File: config.mk
export PLATFORM = sky130hd
export DESIGN_NAME = otter_branch_predictor
export DESIGN_NICKNAME = d
export VERILOG_FILES = /design/src/rtl/otter_branch_predictor.sv
export SDC_FILE = /design/constraint.sdc
export NUM_CORES = 2
export LEC_CHECK = 0
export CAP_MARGIN = 40
export CORE_MARGIN = 3
export CORE_UTILIZATION = 48
export DETAILED_ROUTE_END_ITERATION = 16
export HOLD_SLACK_MARGIN = 0.03
export MAX_ROUTING_LAYER = met4
export PLACE_DENSITY = 0.66
export SYNTH_ARGS = -nofsm -noshare
export SYNTH_HDL_FRONTEND = slang
export SYNTH_SLANG_ARGS = --single-unit
File: constraint.sdc
create_clock -name CLK -period 49.2 [get_ports CLK]
set_input_delay 7.38 -clock CLK [delete_from_list [all_inputs] [get_ports CLK]]
set_output_delay 7.38 -clock CLK [all_outputs]
set_load 0.03 [all_outputs]
File: src/rtl/otter_branch_predictor.sv
// ============================================================================
//  Module   : otter_branch_predictor
//  Purpose  : Direct-mapped branch target buffer with 2-bit saturating
//             direction counters for the pipelined OTTER core. Fetch gets a
//             same-cycle predicted next PC. Execute feeds back resolved
//             control-flow instructions to train the table, raise
//             mispredict flushes and supply the redirect PC.
//  Ports    : CLK, RESET (async, active-high), bp_flush (invalidate all)
//             if_pc -> if_pred_taken / if_pred_pc          (lookup)
//             ex_upd_* , ex_pred_* -> ex_mispredict / ex_redirect_pc
//             stat_branches / stat_mispredicts             (statistics)
//  Options  : OTTER_BP_STATS_EN builds the two saturating statistics
//             counters. Without it both stat ports read 0 and no counter
//             flops exist.
//  Revision : 1.0 - initial release
// ============================================================================
`default_nettype none

module otter_branch_predictor #(
    parameter int         ENTRIES  = 16,
    parameter logic [1:0] INIT_CTR = 2'b10
) (
    input  logic        CLK,
    input  logic        RESET,
    input  logic        bp_flush,
    input  logic [31:0] if_pc,
    output logic        if_pred_taken,
    output logic [31:0] if_pred_pc,
    input  logic        ex_upd_valid,
    input  logic [31:0] ex_upd_pc,
    input  logic        ex_upd_is_jump,
    input  logic        ex_upd_taken,
    input  logic [31:0] ex_upd_target,
    input  logic        ex_pred_taken,
    input  logic [31:0] ex_pred_pc,
    output logic        ex_mispredict,
    output logic [31:0] ex_redirect_pc,
    output logic [31:0] stat_branches,
    output logic [31:0] stat_mispredicts
);

    localparam int IDX_W = $clog2(ENTRIES);
    localparam int TAG_W = 30 - IDX_W;

    // BTB storage, read asynchronously
    logic             valid_q  [ENTRIES];
    logic [TAG_W-1:0] tag_q    [ENTRIES];
    logic [31:0]      target_q [ENTRIES];
    logic [1:0]       ctr_q    [ENTRIES];
    logic             jump_q   [ENTRIES];

    // ------------------------------------------------------------------
    // Fetch lookup
    // ------------------------------------------------------------------
    logic [IDX_W-1:0] w_if_idx;
    logic [TAG_W-1:0] w_if_tag;
    logic             w_if_hit;

    assign w_if_idx      = if_pc[IDX_W+1:2];
    assign w_if_tag      = if_pc[31:IDX_W+2];
    assign w_if_hit      = valid_q[w_if_idx] && (tag_q[w_if_idx] == w_if_tag);
    assign if_pred_taken = w_if_hit && (jump_q[w_if_idx] || ctr_q[w_if_idx][1]);
    assign if_pred_pc    = if_pred_taken ? target_q[w_if_idx] : (if_pc + 32'd4);

    // ------------------------------------------------------------------
    // Execute-stage resolution
    // ------------------------------------------------------------------
    assign ex_mispredict  = ex_upd_valid &&
                            ((ex_upd_taken != ex_pred_taken) ||
                             (ex_upd_taken && (ex_upd_target != ex_pred_pc)));
    assign ex_redirect_pc = ex_upd_taken ? ex_upd_target : (ex_upd_pc + 32'd4);

    // ------------------------------------------------------------------
    // Training: compute the new contents of the single indexed entry
    // ------------------------------------------------------------------
    logic [IDX_W-1:0] w_upd_idx;
    logic [TAG_W-1:0] w_upd_tag;
    logic             w_upd_hit;
    logic             upd_we_d;
    logic [31:0]      upd_target_d;
    logic [1:0]       upd_ctr_d;
    logic             upd_jump_d;

    assign w_upd_idx = ex_upd_pc[IDX_W+1:2];
    assign w_upd_tag = ex_upd_pc[31:IDX_W+2];
    assign w_upd_hit = valid_q[w_upd_idx] && (tag_q[w_upd_idx] == w_upd_tag);

    always_comb begin
        upd_we_d     = 1'b0;
        upd_target_d = target_q[w_upd_idx];
        upd_ctr_d    = ctr_q[w_upd_idx];
        upd_jump_d   = jump_q[w_upd_idx];
        if (ex_upd_valid) begin
            if (w_upd_hit) begin
                upd_we_d = 1'b1;
                if (ex_upd_is_jump) begin
                    upd_ctr_d    = 2'd3;
                    upd_target_d = ex_upd_target;
                end else if (ex_upd_taken) begin
                    upd_ctr_d    = (ctr_q[w_upd_idx] == 2'd3) ? 2'd3 : ctr_q[w_upd_idx] + 2'd1;
                    upd_target_d = ex_upd_target;
                end else begin
                    upd_ctr_d    = (ctr_q[w_upd_idx] == 2'd0) ? 2'd0 : ctr_q[w_upd_idx] - 2'd1;
                end
            end else if (ex_upd_taken) begin
                // Allocate over whatever occupies the slot
                upd_we_d     = 1'b1;
                upd_target_d = ex_upd_target;
                upd_jump_d   = ex_upd_is_jump;
                upd_ctr_d    = ex_upd_is_jump ? 2'd3 : INIT_CTR;
            end
        end
    end

    always_ff @(posedge CLK or posedge RESET) begin
        if (RESET) begin
            for (int i = 0; i < ENTRIES; i++) begin
                valid_q[i]  <= 1'b0;
                tag_q[i]    <= '0;
                target_q[i] <= '0;
                ctr_q[i]    <= 2'b01;
                jump_q[i]   <= 1'b0;
            end
        end else if (bp_flush) begin
            // Flush wins over a coincident update
            for (int i = 0; i < ENTRIES; i++) begin
                valid_q[i] <= 1'b0;
            end
        end else if (upd_we_d) begin
            valid_q[w_upd_idx]  <= 1'b1;
            tag_q[w_upd_idx]    <= w_upd_tag;
            target_q[w_upd_idx] <= upd_target_d;
            ctr_q[w_upd_idx]    <= upd_ctr_d;
            jump_q[w_upd_idx]   <= upd_jump_d;
        end
    end

    // ------------------------------------------------------------------
    // Statistics
    // ------------------------------------------------------------------
`ifdef OTTER_BP_STATS_EN
    logic [31:0] stat_br_q;
    logic [31:0] stat_mp_q;

    // Counters saturate and ignore bp_flush
    always_ff @(posedge CLK or posedge RESET) begin
        if (RESET) begin
            stat_br_q <= '0;
            stat_mp_q <= '0;
        end else begin
            if (ex_upd_valid && (stat_br_q != 32'hFFFF_FFFF)) begin
                stat_br_q <= stat_br_q + 32'd1;
            end
            if (ex_mispredict && (stat_mp_q != 32'hFFFF_FFFF)) begin
                stat_mp_q <= stat_mp_q + 32'd1;
            end
        end
    end

    assign stat_branches    = stat_br_q;
    assign stat_mispredicts = stat_mp_q;
`else
    assign stat_branches    = 32'd0;
    assign stat_mispredicts = 32'd0;
`endif

endmodule

`default_nettype wire

==> reports/metrics.csv <==
metric;value;unit
status;complete, no violations;
worst_pin_slew;1.083;ns
synth_top_cell_area_share;44.46;%
die_area;118500;sq um
grt_pass1_vias;38490;
seq_area;24840;sq um
wl;179.1;mm
antenna_found_initial;17;
synthCells;4329;
grtUsageTotal;31.20;%
setup_viol;0;
slew_viol_final;0;
route.detailed.drc;0;
hold_viol;0;
fin_crit_sh;40.19;%
netlist_area;54930;sq um
fin_crit;19.77;ns
grt_overflow;0;
leakagePower;26.58;nW
grt_pass1_wl;261.1;mm
yosysTopAreaCell;dfrtp_1;
drt_pass1_iterations;6;
seq_area_frac_synth;45.23;%
yosysMostFrequentCell;dfrtp_1;
n_fill_cell;9362;
critPathKind;in2out;
die_w;344.3;microns
grt_max_degree;176;
crit_top_cell;buf_4;
maxSlewHeadroom;27.81;%
p_total;0.002491;W
cts_tree;built;
cts-root-buf;clkbuf_16;
post_cts_buffers;0;
rsz0062_at_grt;false;
rows;123;
synthTopCellsByCount;dfrtp_1 (976), nor2_1 (588), a21oi_1 (560);
io_buffers;200;
start_util;48.63;%
hold_path_class;reg2reg;
maxCapViolations;0;
post-route-util;55.08;%
fin_nets;4521;
instances_no_fill;5982;
max_freq;0.05058;GHz
ys_async_sr_fraction;100.0;%
peakVddDrop;0.02869;mV
synth-seq-cells;992;
drive_gt1_share;30.90;%
worst-path-max-fanout;71;
via_per_inst;6.467;
place_inst;5767;
drt_iter0_drc;4150;
fin_skew;0.04413;ns
cts_buffer_depth;3;
timing.setup.tns;0;ns
avgSynthCellArea;12.69;sq um
numCtsBuffers;108;
place_congestion;0.9254;
path_clk_slew;0.06;ns
start_kind;input port;
design.core.area;113000;sq um
num_vias;38690;
ys.flop_type;dfrtp_1;
place_hpwl;113.8;mm
htreeDepth;3;
p_per_area;40.04;nW/um^2
cp.required;41.82;ns
cts_hold_buf;0;
cts.sinks;992;
path_cells;buf_8 > buf_4 > buf_16 > buf_4 > mux4_2 > mux4_2 > xnor2_1 > nand4_1 > nor3_1 > nand4_1 > buf_4 > mux2_2 > clkdlybuf4s50_1;
synth_edf_count;0;
fp.dieH;344.3;microns
critPathMaxStageDelay;0.67;ns
ys_types;70;
critPathSlowestCell;clkdlybuf4s50_1;
multiInputGateArea;27730;sq um
crit_arrival;12.39;ns
layout-area-overhead-vs-synth;13.28;%
end_kind;output pin;
synthTopCellsByArea;dfrtp_1 (44%), mux4_2 (23%), mux2_2 (8.8%);
clk_latency;0.73;ns
whs;0.5002;ns
ios;265;
drtAntennaViolNets;0;
yosys_warnings;0;
cts_resized;0;
wire_per_inst;29.93;microns
-- placed cells by master, fill, tap and decap left out, types with 23 or more instances in the layout --
master           instances
xnor2_1                 84
clkdlybuf4s50_1        191
buf_4                  124
mux4_2                 557
nand3_1                 34
mux2_2                 427
o21ai_0                 63
nand2_1                148
nor2_1                 588
conb_1                  64
nand4_1                 25
a21oi_1                560
xor2_1                  58
clkbuf_8                23
mux2i_1                103
clkbuf_16              109
dfrtp_1                976
-- kinds of logic after synthesis --
group,synth area share [%]
buf+inv,4.806
fa+ha+maj,0.1139
mux,33.82
compound gates,6.818
flops,45.23
xor+xnor,2.264
simple gates,6.943
other cells,0.006827
-- critical path: cells and delay by family --
kind          cells  cell delay, ns
simple gates      3            0.48
mux               3            1.39
buf+inv           6            2.72
xor+xnor          1            0.34
-- where the power goes --
part / internal [W] / total (W) / switching, W / leakage [nW]
registers: 0.000957 / 0.00106 / 0.000105 / 12.9
logic: 0.000283 / 0.000547 / 0.000264 / 11.8
clock network: 0.000527 / 0.000882 / 0.000355 / 1.90
-- flip-flops by register name, summed over array words and instances (netlist names) --
register / cells
target_q: 512
jump_q: 16
valid_q: 16
ctr_q: 32
tag_q: 416
-- path summary, 6_finish.rpt --
kind                                  end  depth (start not counted)       start  slack (ns)
min in group asynchronous      tag_q[230]                          2       RESET        7.20
max                        if_pred_pc[14]                         13    if_pc[2]       29.43
min reg2reg                    tag_q[248]                          2  tag_q[248]        0.50
min                            tag_q[248]                          2  tag_q[248]        0.50
max reg2reg                    tag_q[158]                         12   tag_q[12]       43.45
max in group asynchronous   target_q[273]                          8       RESET       37.85
-- through the flow --
step           worst slack (ns)  cell area [sq um]
6_report                  29.43              62220
5_1_grt                   29.05              62220
2_1_floorplan             13.94              55160
3_3_place_gp              28.43              57430
4_1_cts                   29.17              62150
3_5_place_dp              29.16              58290
-- per-layer routing --
metal,wire [microns],vias to the layer above,track usage (%)
li1,-,15980,-
met1,68960,20160,40.11
met2,81060,2151,45.57
met3,21350,398,10.80
met4,7688,0,12.50
met5,0,-,-
-- final cells by class --
type | instances | area share [%]
diodes | 13 | 0.05228
flip-flops and latches | 992 | 39.93
well taps | 1500 | 3.016
inverters | 15 | 0.1066
multi-input cells | 2903 | 44.56
clock inverters | 49 | 1.202
clock buffers | 149 | 4.995
repair buffers | 361 | 6.135
(Power assumes the default switching activity.)
